**src/rtl/pic_rom_pkg.sv**
```systemverilog
// Shared types and widths for the picture ROM arbiter.
// Owner encoding is registered at issue and steers the one-cycle-late ROM data.
package pic_rom_pkg;

    localparam int ROM_AW = 14;
    localparam int ROM_DW = 2;

    typedef enum logic [1:0] {
        NONE = 2'd0,
        DISP = 2'd1,
        C0   = 2'd2,
        C1   = 2'd3
    } owner_t;

endpackage

```
**src/rtl/pic_rom_arbiter_if.sv**
```systemverilog
// Bundle of display, client and ROM-side signals around the picture ROM arbiter.
// The slave modport is the arbiter; the master modport is the surrounding logic and ROM.
interface pic_rom_arbiter_if;
    import pic_rom_pkg::*;

    logic              disp_rd_en;
    logic [ROM_AW-1:0] disp_addr;
    logic [ROM_DW-1:0] disp_data;

    logic              c0_req;
    logic [ROM_AW-1:0] c0_addr;
    logic              c0_ack;
    logic              c0_valid;
    logic [ROM_DW-1:0] c0_data;

    logic              c1_req;
    logic [ROM_AW-1:0] c1_addr;
    logic              c1_ack;
    logic              c1_valid;
    logic [ROM_DW-1:0] c1_data;

    logic [ROM_AW-1:0] rom_addr;
    logic              rom_rden;
    logic [ROM_DW-1:0] rom_data;

    logic [1:0]        starve;

    modport slave (
        input  disp_rd_en, disp_addr, c0_req, c0_addr, c1_req, c1_addr, rom_data,
        output disp_data, c0_ack, c0_valid, c0_data, c1_ack, c1_valid, c1_data,
        output rom_addr, rom_rden, starve
    );

    modport master (
        output disp_rd_en, disp_addr, c0_req, c0_addr, c1_req, c1_addr, rom_data,
        input  disp_data, c0_ack, c0_valid, c0_data, c1_ack, c1_valid, c1_data,
        input  rom_addr, rom_rden, starve
    );

endinterface

```
**src/rtl/pic_rom_wait_mon.sv**
```systemverilog
// Per-client wait counter with a sticky starvation flag.
// Counts cycles with req high and no ack; the flag sets when the count reaches MAX_WAIT.
module pic_rom_wait_mon #(
    parameter int WAIT_W   = 10,
    parameter int MAX_WAIT = 800
) (
    input  logic vga_clk,
    input  logic sys_rst_n,
    input  logic req,
    input  logic ack,
    output logic starve
);

    localparam logic [WAIT_W-1:0] MAX_CNT = WAIT_W'(MAX_WAIT);

    logic [WAIT_W-1:0] cnt_q;
    logic [WAIT_W-1:0] cnt_d;

    always_comb begin
        cnt_d = '0;
        if (req && !ack) begin
            cnt_d = (&cnt_q) ? cnt_q : cnt_q + 1'b1;
        end
    end

    always_ff @(posedge vga_clk or negedge sys_rst_n) begin
        if (!sys_rst_n) begin
            cnt_q  <= '0;
            starve <= 1'b0;
        end else begin
            cnt_q <= cnt_d;
            if (cnt_d == MAX_CNT) begin
                starve <= 1'b1;
            end
        end
    end

endmodule

```
**src/rtl/pic_rom_arbiter.sv**
```systemverilog
// Picture ROM arbiter: display fetch has absolute priority, two clients share idle cycles
// round-robin; ROM data is steered back one cycle later by the registered owner.
module pic_rom_arbiter
    import pic_rom_pkg::*;
#(
    parameter int WAIT_W   = 10,
    parameter int MAX_WAIT = 800
) (
    input  logic             vga_clk,
    input  logic             sys_rst_n,
    pic_rom_arbiter_if.slave bus
);

    owner_t            owner_q;
    owner_t            owner_d;
    logic              rr_last;
    logic [ROM_AW-1:0] addr_q;
    logic [ROM_AW-1:0] addr_d;
    logic              gnt_disp;
    logic              gnt_c0;
    logic              gnt_c1;
    logic              starve0;
    logic              starve1;

    // Grants are gated by reset so no ack or ROM read can escape while reset is held.
    always_comb begin
        gnt_disp = sys_rst_n & bus.disp_rd_en;
        gnt_c0   = sys_rst_n & ~bus.disp_rd_en & bus.c0_req & (~bus.c1_req | rr_last);
        gnt_c1   = sys_rst_n & ~bus.disp_rd_en & bus.c1_req & (~bus.c0_req | ~rr_last);

        owner_d = NONE;
        addr_d  = addr_q;
        if (gnt_disp) begin
            owner_d = DISP;
            addr_d  = bus.disp_addr;
        end else if (gnt_c0) begin
            owner_d = C0;
            addr_d  = bus.c0_addr;
        end else if (gnt_c1) begin
            owner_d = C1;
            addr_d  = bus.c1_addr;
        end
    end

    assign bus.rom_rden = gnt_disp | gnt_c0 | gnt_c1;
    assign bus.rom_addr = addr_d;
    assign bus.c0_ack   = gnt_c0;
    assign bus.c1_ack   = gnt_c1;

    // rr_last = 1 means client 1 was served last, so client 0 wins the next tie.
    always_ff @(posedge vga_clk or negedge sys_rst_n) begin
        if (!sys_rst_n) begin
            owner_q <= NONE;
            rr_last <= 1'b1;
            addr_q  <= '0;
        end else begin
            owner_q <= owner_d;
            addr_q  <= addr_d;
            if (gnt_c0) begin
                rr_last <= 1'b0;
            end else if (gnt_c1) begin
                rr_last <= 1'b1;
            end
        end
    end

    // Return stage: ROM output belongs to whoever issued in the previous cycle.
    assign bus.disp_data = (owner_q == DISP) ? bus.rom_data : '0;
    assign bus.c0_valid  = (owner_q == C0);
    assign bus.c0_data   = (owner_q == C0) ? bus.rom_data : '0;
    assign bus.c1_valid  = (owner_q == C1);
    assign bus.c1_data   = (owner_q == C1) ? bus.rom_data : '0;

    pic_rom_wait_mon #(
        .WAIT_W   (WAIT_W),
        .MAX_WAIT (MAX_WAIT)
    ) u_wait_c0 (
        .vga_clk   (vga_clk),
        .sys_rst_n (sys_rst_n),
        .req       (bus.c0_req),
        .ack       (gnt_c0),
        .starve    (starve0)
    );

    pic_rom_wait_mon #(
        .WAIT_W   (WAIT_W),
        .MAX_WAIT (MAX_WAIT)
    ) u_wait_c1 (
        .vga_clk   (vga_clk),
        .sys_rst_n (sys_rst_n),
        .req       (bus.c1_req),
        .ack       (gnt_c1),
        .starve    (starve1)
    );

    assign bus.starve = {starve1, starve0};

endmodule

```
**src/flat_wrapper.sv**
```systemverilog
// flat-port wrapper written by rule: the top's interface ports become plain ports
module pic_rom_arbiter_flat import pic_rom_pkg::*;
#(
    parameter int WAIT_W   = 10,
    parameter int MAX_WAIT = 800
)
  (vga_clk, sys_rst_n, bus_disp_rd_en, bus_disp_addr, bus_c0_req, bus_c0_addr, bus_c1_req, bus_c1_addr, bus_rom_data, bus_disp_data, bus_c0_ack, bus_c0_valid, bus_c0_data, bus_c1_ack, bus_c1_valid, bus_c1_data, bus_rom_addr, bus_rom_rden, bus_starve);
  pic_rom_arbiter_if bus_i ();
  input  logic vga_clk;
  input  logic sys_rst_n;
  input wire logic [$bits(bus_i.disp_rd_en)-1:0] bus_disp_rd_en;
  input wire logic [$bits(bus_i.disp_addr)-1:0] bus_disp_addr;
  input wire logic [$bits(bus_i.c0_req)-1:0] bus_c0_req;
  input wire logic [$bits(bus_i.c0_addr)-1:0] bus_c0_addr;
  input wire logic [$bits(bus_i.c1_req)-1:0] bus_c1_req;
  input wire logic [$bits(bus_i.c1_addr)-1:0] bus_c1_addr;
  input wire logic [$bits(bus_i.rom_data)-1:0] bus_rom_data;
  output wire logic [$bits(bus_i.disp_data)-1:0] bus_disp_data;
  output wire logic [$bits(bus_i.c0_ack)-1:0] bus_c0_ack;
  output wire logic [$bits(bus_i.c0_valid)-1:0] bus_c0_valid;
  output wire logic [$bits(bus_i.c0_data)-1:0] bus_c0_data;
  output wire logic [$bits(bus_i.c1_ack)-1:0] bus_c1_ack;
  output wire logic [$bits(bus_i.c1_valid)-1:0] bus_c1_valid;
  output wire logic [$bits(bus_i.c1_data)-1:0] bus_c1_data;
  output wire logic [$bits(bus_i.rom_addr)-1:0] bus_rom_addr;
  output wire logic [$bits(bus_i.rom_rden)-1:0] bus_rom_rden;
  output wire logic [$bits(bus_i.starve)-1:0] bus_starve;
  assign bus_i.disp_rd_en = bus_disp_rd_en;
  assign bus_i.disp_addr = bus_disp_addr;
  assign bus_i.c0_req = bus_c0_req;
  assign bus_i.c0_addr = bus_c0_addr;
  assign bus_i.c1_req = bus_c1_req;
  assign bus_i.c1_addr = bus_c1_addr;
  assign bus_i.rom_data = bus_rom_data;
  assign bus_disp_data = bus_i.disp_data;
  assign bus_c0_ack = bus_i.c0_ack;
  assign bus_c0_valid = bus_i.c0_valid;
  assign bus_c0_data = bus_i.c0_data;
  assign bus_c1_ack = bus_i.c1_ack;
  assign bus_c1_valid = bus_i.c1_valid;
  assign bus_c1_data = bus_i.c1_data;
  assign bus_rom_addr = bus_i.rom_addr;
  assign bus_rom_rden = bus_i.rom_rden;
  assign bus_starve = bus_i.starve;
  pic_rom_arbiter #(.WAIT_W(WAIT_W), .MAX_WAIT(MAX_WAIT)) u_core (.vga_clk(vga_clk), .sys_rst_n(sys_rst_n), .bus(bus_i));
endmodule
```
**config.mk**
```make
export PLATFORM = sky130hd
export DESIGN_NAME = pic_rom_arbiter_flat
export DESIGN_NICKNAME = d
export VERILOG_FILES = /design/src/rtl/pic_rom_pkg.sv /design/src/rtl/pic_rom_arbiter_if.sv /design/src/rtl/pic_rom_wait_mon.sv /design/src/rtl/pic_rom_arbiter.sv /design/src/flat_wrapper.sv
export SDC_FILE = /design/constraint.sdc
export NUM_CORES = 1
export LEC_CHECK = 0
export BUFFER_PORTS_ARGS = -buffer_cell sky130_fd_sc_hd__buf_2
export CAP_MARGIN = 10
export CORE_ASPECT_RATIO = 0.75
export CORE_MARGIN = 2
export CORE_UTILIZATION = 54
export CTS_CLUSTER_SIZE = 28
export DETAILED_ROUTE_END_ITERATION = 10
export PLACE_DENSITY = 0.87
export SYNTH_ARGS = -nofsm -noshare
export SYNTH_HDL_FRONTEND = slang
export SYNTH_SLANG_ARGS = --single-unit
```
**constraint.sdc**
```tcl
create_clock -name vga_clk -period 3.32 [get_ports vga_clk]
set_input_delay 0 -clock vga_clk [delete_from_list [all_inputs] [get_ports vga_clk]]
set_output_delay 0 -clock vga_clk [all_outputs]
set_load 0.01 [all_outputs]
```
Word level (Yosys, flattened, before mapping)
Index checks and enable logic that the tools add are counted.
{ "word_totals": {"reg_bits": 39, "in_bits": 49} }
{ "op_classes": {"n_addsub": 2, "eq_ne": 5, "n_mux": 15, "n_bitwise": 14, "n_reduce_logical": 7} }
{ "op_table": {"columns": ["cell", "count"], "rows": [
  ["14-bit 2-to-1 mux", 3],
  ["10-bit 2-to-1 mux", 4],
  ["10-bit by 1-bit adder with 10-bit output, second input constant", 2],
  ["10-bit == test, second input constant", 2],
  ["10-bit AND reduction", 2],
  ["2-bit 2-to-1 mux", 6],
  ["1-bit AND", 6],
  ["2-bit == test, second input constant", 2],
  ["1-bit NOT", 4],
  ["1-bit bitwise OR", 4],
  ["2-bit by 1-bit == test with 1-bit output, second input constant", 1],
  ["1-bit logical AND", 2],
  ["1-bit zero test", 2],
  ["1-bit 2-to-1 mux", 2],
  ["2-bit nonzero test", 1]
]} }

Depth between registers and ports, before layout
{ "logic_depth": {"word_depth": 8, "depth_mapped": 7, "ltp_nobuf": 6} }

Cells and area by module
Synthesis repeated with hierarchy kept, for this count alone.
{ "unflattened": {"cells_unflattened": 227, "area_unflattened_um2": 2240.9} }
{ "by_module_without_submodules": {"columns": ["module", "n_inst", "cells_per_inst", "area_each_um2"], "rows": [
  ["pic_rom_wait_mon", 2, 59, 626.9],
  ["pic_rom_arbiter", 1, 109, 987.2]
]} }

Worst setup path after synthesis
Ideal clock, no wire load.
{ "synth_path": {"path_kind": "register to register", "startpoint": "reg u_core.u_wait_c0.cnt_q[0]", "endpoint": "reg u_core.u_wait_c0.starve", "arrival_time_ns": 1.745, "required_time_ns": 3.200, "setup_slack_ns": 1.455, "path_stages_with_launch": 7, "n_path_buf": 0, "cell_sequence": "dfrtp_1 -> ha_1 -> nand3_1 -> nor3_4 -> mux2_1 -> and4_1 -> a41o_1"} }
{ "synth_between": {"elab_chain_len": 4, "elab_cells_between_ends": 5, "cone_classes": "add/sub (1); eq/ne (1); mux (2); reduce/logical (1)"} }
{ "synth_rtl": {"columns": ["item", "line_no", "source"], "rows": [
  ["from (decl)", "pic_rom_wait_mon.sv:16", "logic [WAIT_W-1:0] cnt_q;"],
  ["from (signal assigned)", "pic_rom_wait_mon.sv:31", "cnt_q <= cnt_d;"],
  ["10-bit by 1-bit adder with 10-bit output or 10-bit AND reduction (tied branches)", "pic_rom_wait_mon.sv:22", "cnt_d = (&cnt_q) ? cnt_q : cnt_q + 1'b1;"],
  ["10-bit 2-to-1 mux (*)", "pic_rom_wait_mon.sv:22", null],
  ["10-bit 2-to-1 mux (*)", "pic_rom_wait_mon.sv:21", "if (req && !ack) begin"],
  ["10-bit == test (*)", "pic_rom_wait_mon.sv:32", "if (cnt_d == MAX_CNT) begin"],
  ["to (signal assigned)", "pic_rom_wait_mon.sv:29", "starve <= 1'b0;"],
  ["to (signal assigned)", "pic_rom_wait_mon.sv:33", "starve <= 1'b1;"],
  ["to (decl)", "pic_rom_wait_mon.sv:11", "output logic starve"]
]} }
Every way passes the cells marked *; elsewhere a longest branch is shown, timed or not.
A chain may end at the register's enable or synchronous reset.

Final worst setup path
{ "layout_path": {"startpoint": "in sys_rst_n", "endpoint": "out bus_rom_addr[12]"} }
{ "layout_between": {"elab_chain_len": 6, "elab_cells_between_ends": 9, "cone_classes": "mux (3); bitwise (6)"} }
{ "layout_rtl": {"columns": ["item", "line_no", "source"], "rows": [
  ["from (decl)", "flat_wrapper.sv:10", "input logic sys_rst_n;"],
  ["1-bit AND", "pic_rom_arbiter.sv:28, pic_rom_arbiter.sv:29", null],
  ["1-bit AND (2 in a row)", "pic_rom_arbiter.sv:29", "gnt_c1 = sys_rst_n & ~bus.disp_rd_en & bus.c1_req & (~bus.c0_req | ~rr_last);"],
  ["14-bit 2-to-1 mux", "pic_rom_arbiter.sv:39", "end else if (gnt_c1) begin"],
  ["14-bit 2-to-1 mux", "pic_rom_arbiter.sv:36", "end else if (gnt_c0) begin"],
  ["14-bit 2-to-1 mux (*)", "pic_rom_arbiter.sv:33", "if (gnt_disp) begin"],
  ["to (decl)", "flat_wrapper.sv:25", "output wire logic [$bits(bus_i.rom_addr)-1:0] bus_rom_addr;"]
]} }
Marks and branches as above.

==> metrics <==
synth-to-layout area growth 33.86%; FILL cells 255; crit path buf inv count 4; Slew @ Worst Pin 0.8476 ns; CTS Hold Buffers Added 29; Synth area leaders dfrtp_1 43%, nand2_1 6.4%, a222oi_1 5.9%; Worst-Skew Late Latency 0.29 ns; area post-placement 2597 um^2; Primary FF master, synth dfrtp_1; slowest CP cell and3_1; RSZ-0062 raised after global routing no; # nets final 385; first-pass GRT wire length 10290 um; critical path launch point type primary input; maximum vdd ir drop 0.2534 mV; Syn Area/Cell 9.371 um^2; GRT Residual Overflow 0; Slew headroom 0.4319; GRT Util Overall 0.2885; Placement Rows 20; post-route ant nets 0; final worst-path cycle share 0.8620; layout cells sized above 1 0.2806; register area 977.2 um^2; CP delay by family, top buffers and inverters; FMAX 349.4 MHz; TritonCTS Buffers 5; synthesis warning total 0; Die Height 59.54 um; CP Class primary input to primary output; # diodes 0; critical path, cell by cell dlygate4sd3_1 > buf_2 > nor2b_1 > and3_1 > a222oi_1 > dlygate4sd3_1 > nand2_1 > buf_2; status finished clean; Post-DP HPWL 3814 um; CP arrival 2.86 ns; Vias 2264; leakage power figure 1.523 nW; Final Max Tran Viols 0; number of global-route vias before repair 2186; H-tree Lvls 2; ys async rst share 1.000; largest net degree at the start of global routing 41; Cells after DPL 353; CP required 3.32 ns; non-filler cells, final 390; Synth top cells by count 38 x dfrtp_1, 38 x nand2_1, 22 x nor2_1; Ports 76; multi-input logic area 1139 um^2; Die Span X 78.05 um; sequential area share after synthesis 0.4400; post-synth top area cell dfrtp_1; Initial Util 0.5547; number of enable flip-flop cells after synthesis 0; post-synthesis cell area 2221 um^2; Fin. Hold Viols 0; MaxCap Viol Count 0; Gate Count Post-Synth 237; clk_skew 0.007794 ns; Yosys cell types 48; Post-CTS Setup Inserts 0; 1st-pass router iterations 6; crit end category primary output; Syn Nets 288; Yosys top cell area share 0.4282; Std-Cell Core Area 4004 um^2; CP max stage delay 0.67 ns; Avg WL per Cell 16.48 um; Critical Path Fanout Max 17; setup TNS 0 ns; final setup fails 0; Hold Path Class primary input to flip-flop; maximum buffer depth of the clock tree 2; min Tclk post-route 2.862 ns; FF+latch count, synth 39; clk slew on worst S/H paths 0.07 ns; initial antenna violation count 0; Gates resized, CTS repair 0; vias per std cell 5.805; clock tree root buffer cell clkbuf_8; GPL Wtd Cong 0.9227; CTS tree built; clk sink count 39; DRT iter0 DRCs 197; final wirelength 6427 um; die area 4647 um^2; cell area after layout 2973 um^2; post-route DRC violation count 0; Power Dens Cells 369.6 nW/um^2; Port Buf Inserts 75
## path summary, 6_finish.rpt
path / startpoint / to / slack (ns) / depth (start not counted)
max in group asynchronous: sys_rst_n / u_core.rr_last$_DFFE_PN1P_ / 2.64 / 3
min reg2reg: u_core.u_wait_c1.starve$_DFFE_PN0N_ / u_core.u_wait_c1.starve$_DFFE_PN0N_ / 0.47 / 2
max: sys_rst_n / bus_rom_addr[12] / 0.46 / 8
min: bus_c1_req / u_core.rr_last$_DFFE_PN1P_ / 0.03 / 3
min in group asynchronous: sys_rst_n / u_core.u_wait_c1.cnt_q[2]$_DFF_PN0_ / 0.32 / 3
max reg2reg: u_core.rr_last$_DFFE_PN1P_ / u_core.addr_q[12]$_DFF_PN0_ / 0.96 / 5
## cell families (layout without fill, tap and decap cells)
family	count (synthesis)	after routing	share of synthesized area
buffers and inverters	23	121	0.04732
AOI/OAI and AO/OA	43	43	0.1617
DFF	39	39	0.4400
and+or+nand+nor	114	114	0.2727
muxes	6	6	0.02761
adders and majority gates	2	2	0.01127
xor gates and xnor gates	10	10	0.03943
## placed cells by master (no fill, tap or decap), drive strengths merged, types with 2 or more instances in the layout
cell          n
clkbuf        6
dfrtp        38
or2           2
and3b         2
nor2         22
a21bo         2
inv           8
nand3         7
a31oi         2
nand2        38
o211ai        2
xor2          5
xnor2         5
a21boi        2
a21oi         6
nand4         6
ha            2
and4          3
dlygate4sd3  29
buf          76
nand2b        3
o32ai         3
mux2i         5
and3          6
nor3         11
a211oi        4
nor2b         3
a222oi       13
and2          8
## registers in the layout (all words and copies together) (netlist names)
signal / cells
u_core.addr_q: 14
u_core.owner_q: 2
u_core.rr_last: 1
u_core.u_wait_c0.cnt_q: 10
u_core.u_wait_c0.starve: 1
u_core.u_wait_c1.cnt_q: 10
u_core.u_wait_c1.starve: 1
## routing by layer
metal,global-route usage,routed length [um],share of wire
met5,0,0,0
met4,0.1429,174,0.027
met3,0.08841,657,0.10
met2,0.4655,2892,0.45
met1,0.3589,2702,0.42
## worst register-to-register path, cell delays in order (launching register included)
cell           delay (ns)
dfstp_2              0.55
nand2b_1             0.12
and3_1               0.60
a222oi_1             0.26
dlygate4sd3_1        0.64
nand2_1              0.12
## power breakdown
group	switching (mW)	leakage (nW)	internal, mW	total (mW)
logic	0.135	0.978	0.116	0.252
clock network	0.161	0.0412	0.147	0.308
registers	0.0231	0.504	0.516	0.539
## metrics by stage
step,setup slack [ns],power [mW],hold slack (ns),utilization
floorplan,1.455,0.6571,-0.2956,-
global placement,1.123,0.7453,0.1109,0.6488
detailed placement,1.014,0.7537,0.1210,0.6488
CTS,0.5951,1.096,0.01320,0.7425
global route,0.3263,1.156,0.01523,0.7425
finish,0.4582,1.099,0.02966,0.7425
## layout make-up
class / instances / share of cell area
clock buffers: 6 / 0.02441
clock inverters: 2 / 0.004209
inverters: 8 / 0.01010
multi-input cells: 175 / 0.3830
flip-flops and latches: 39 / 0.3287
well taps: 55 / 0.02315
repair buffers: 105 / 0.2264
Power figures use the tool's default switching activity.
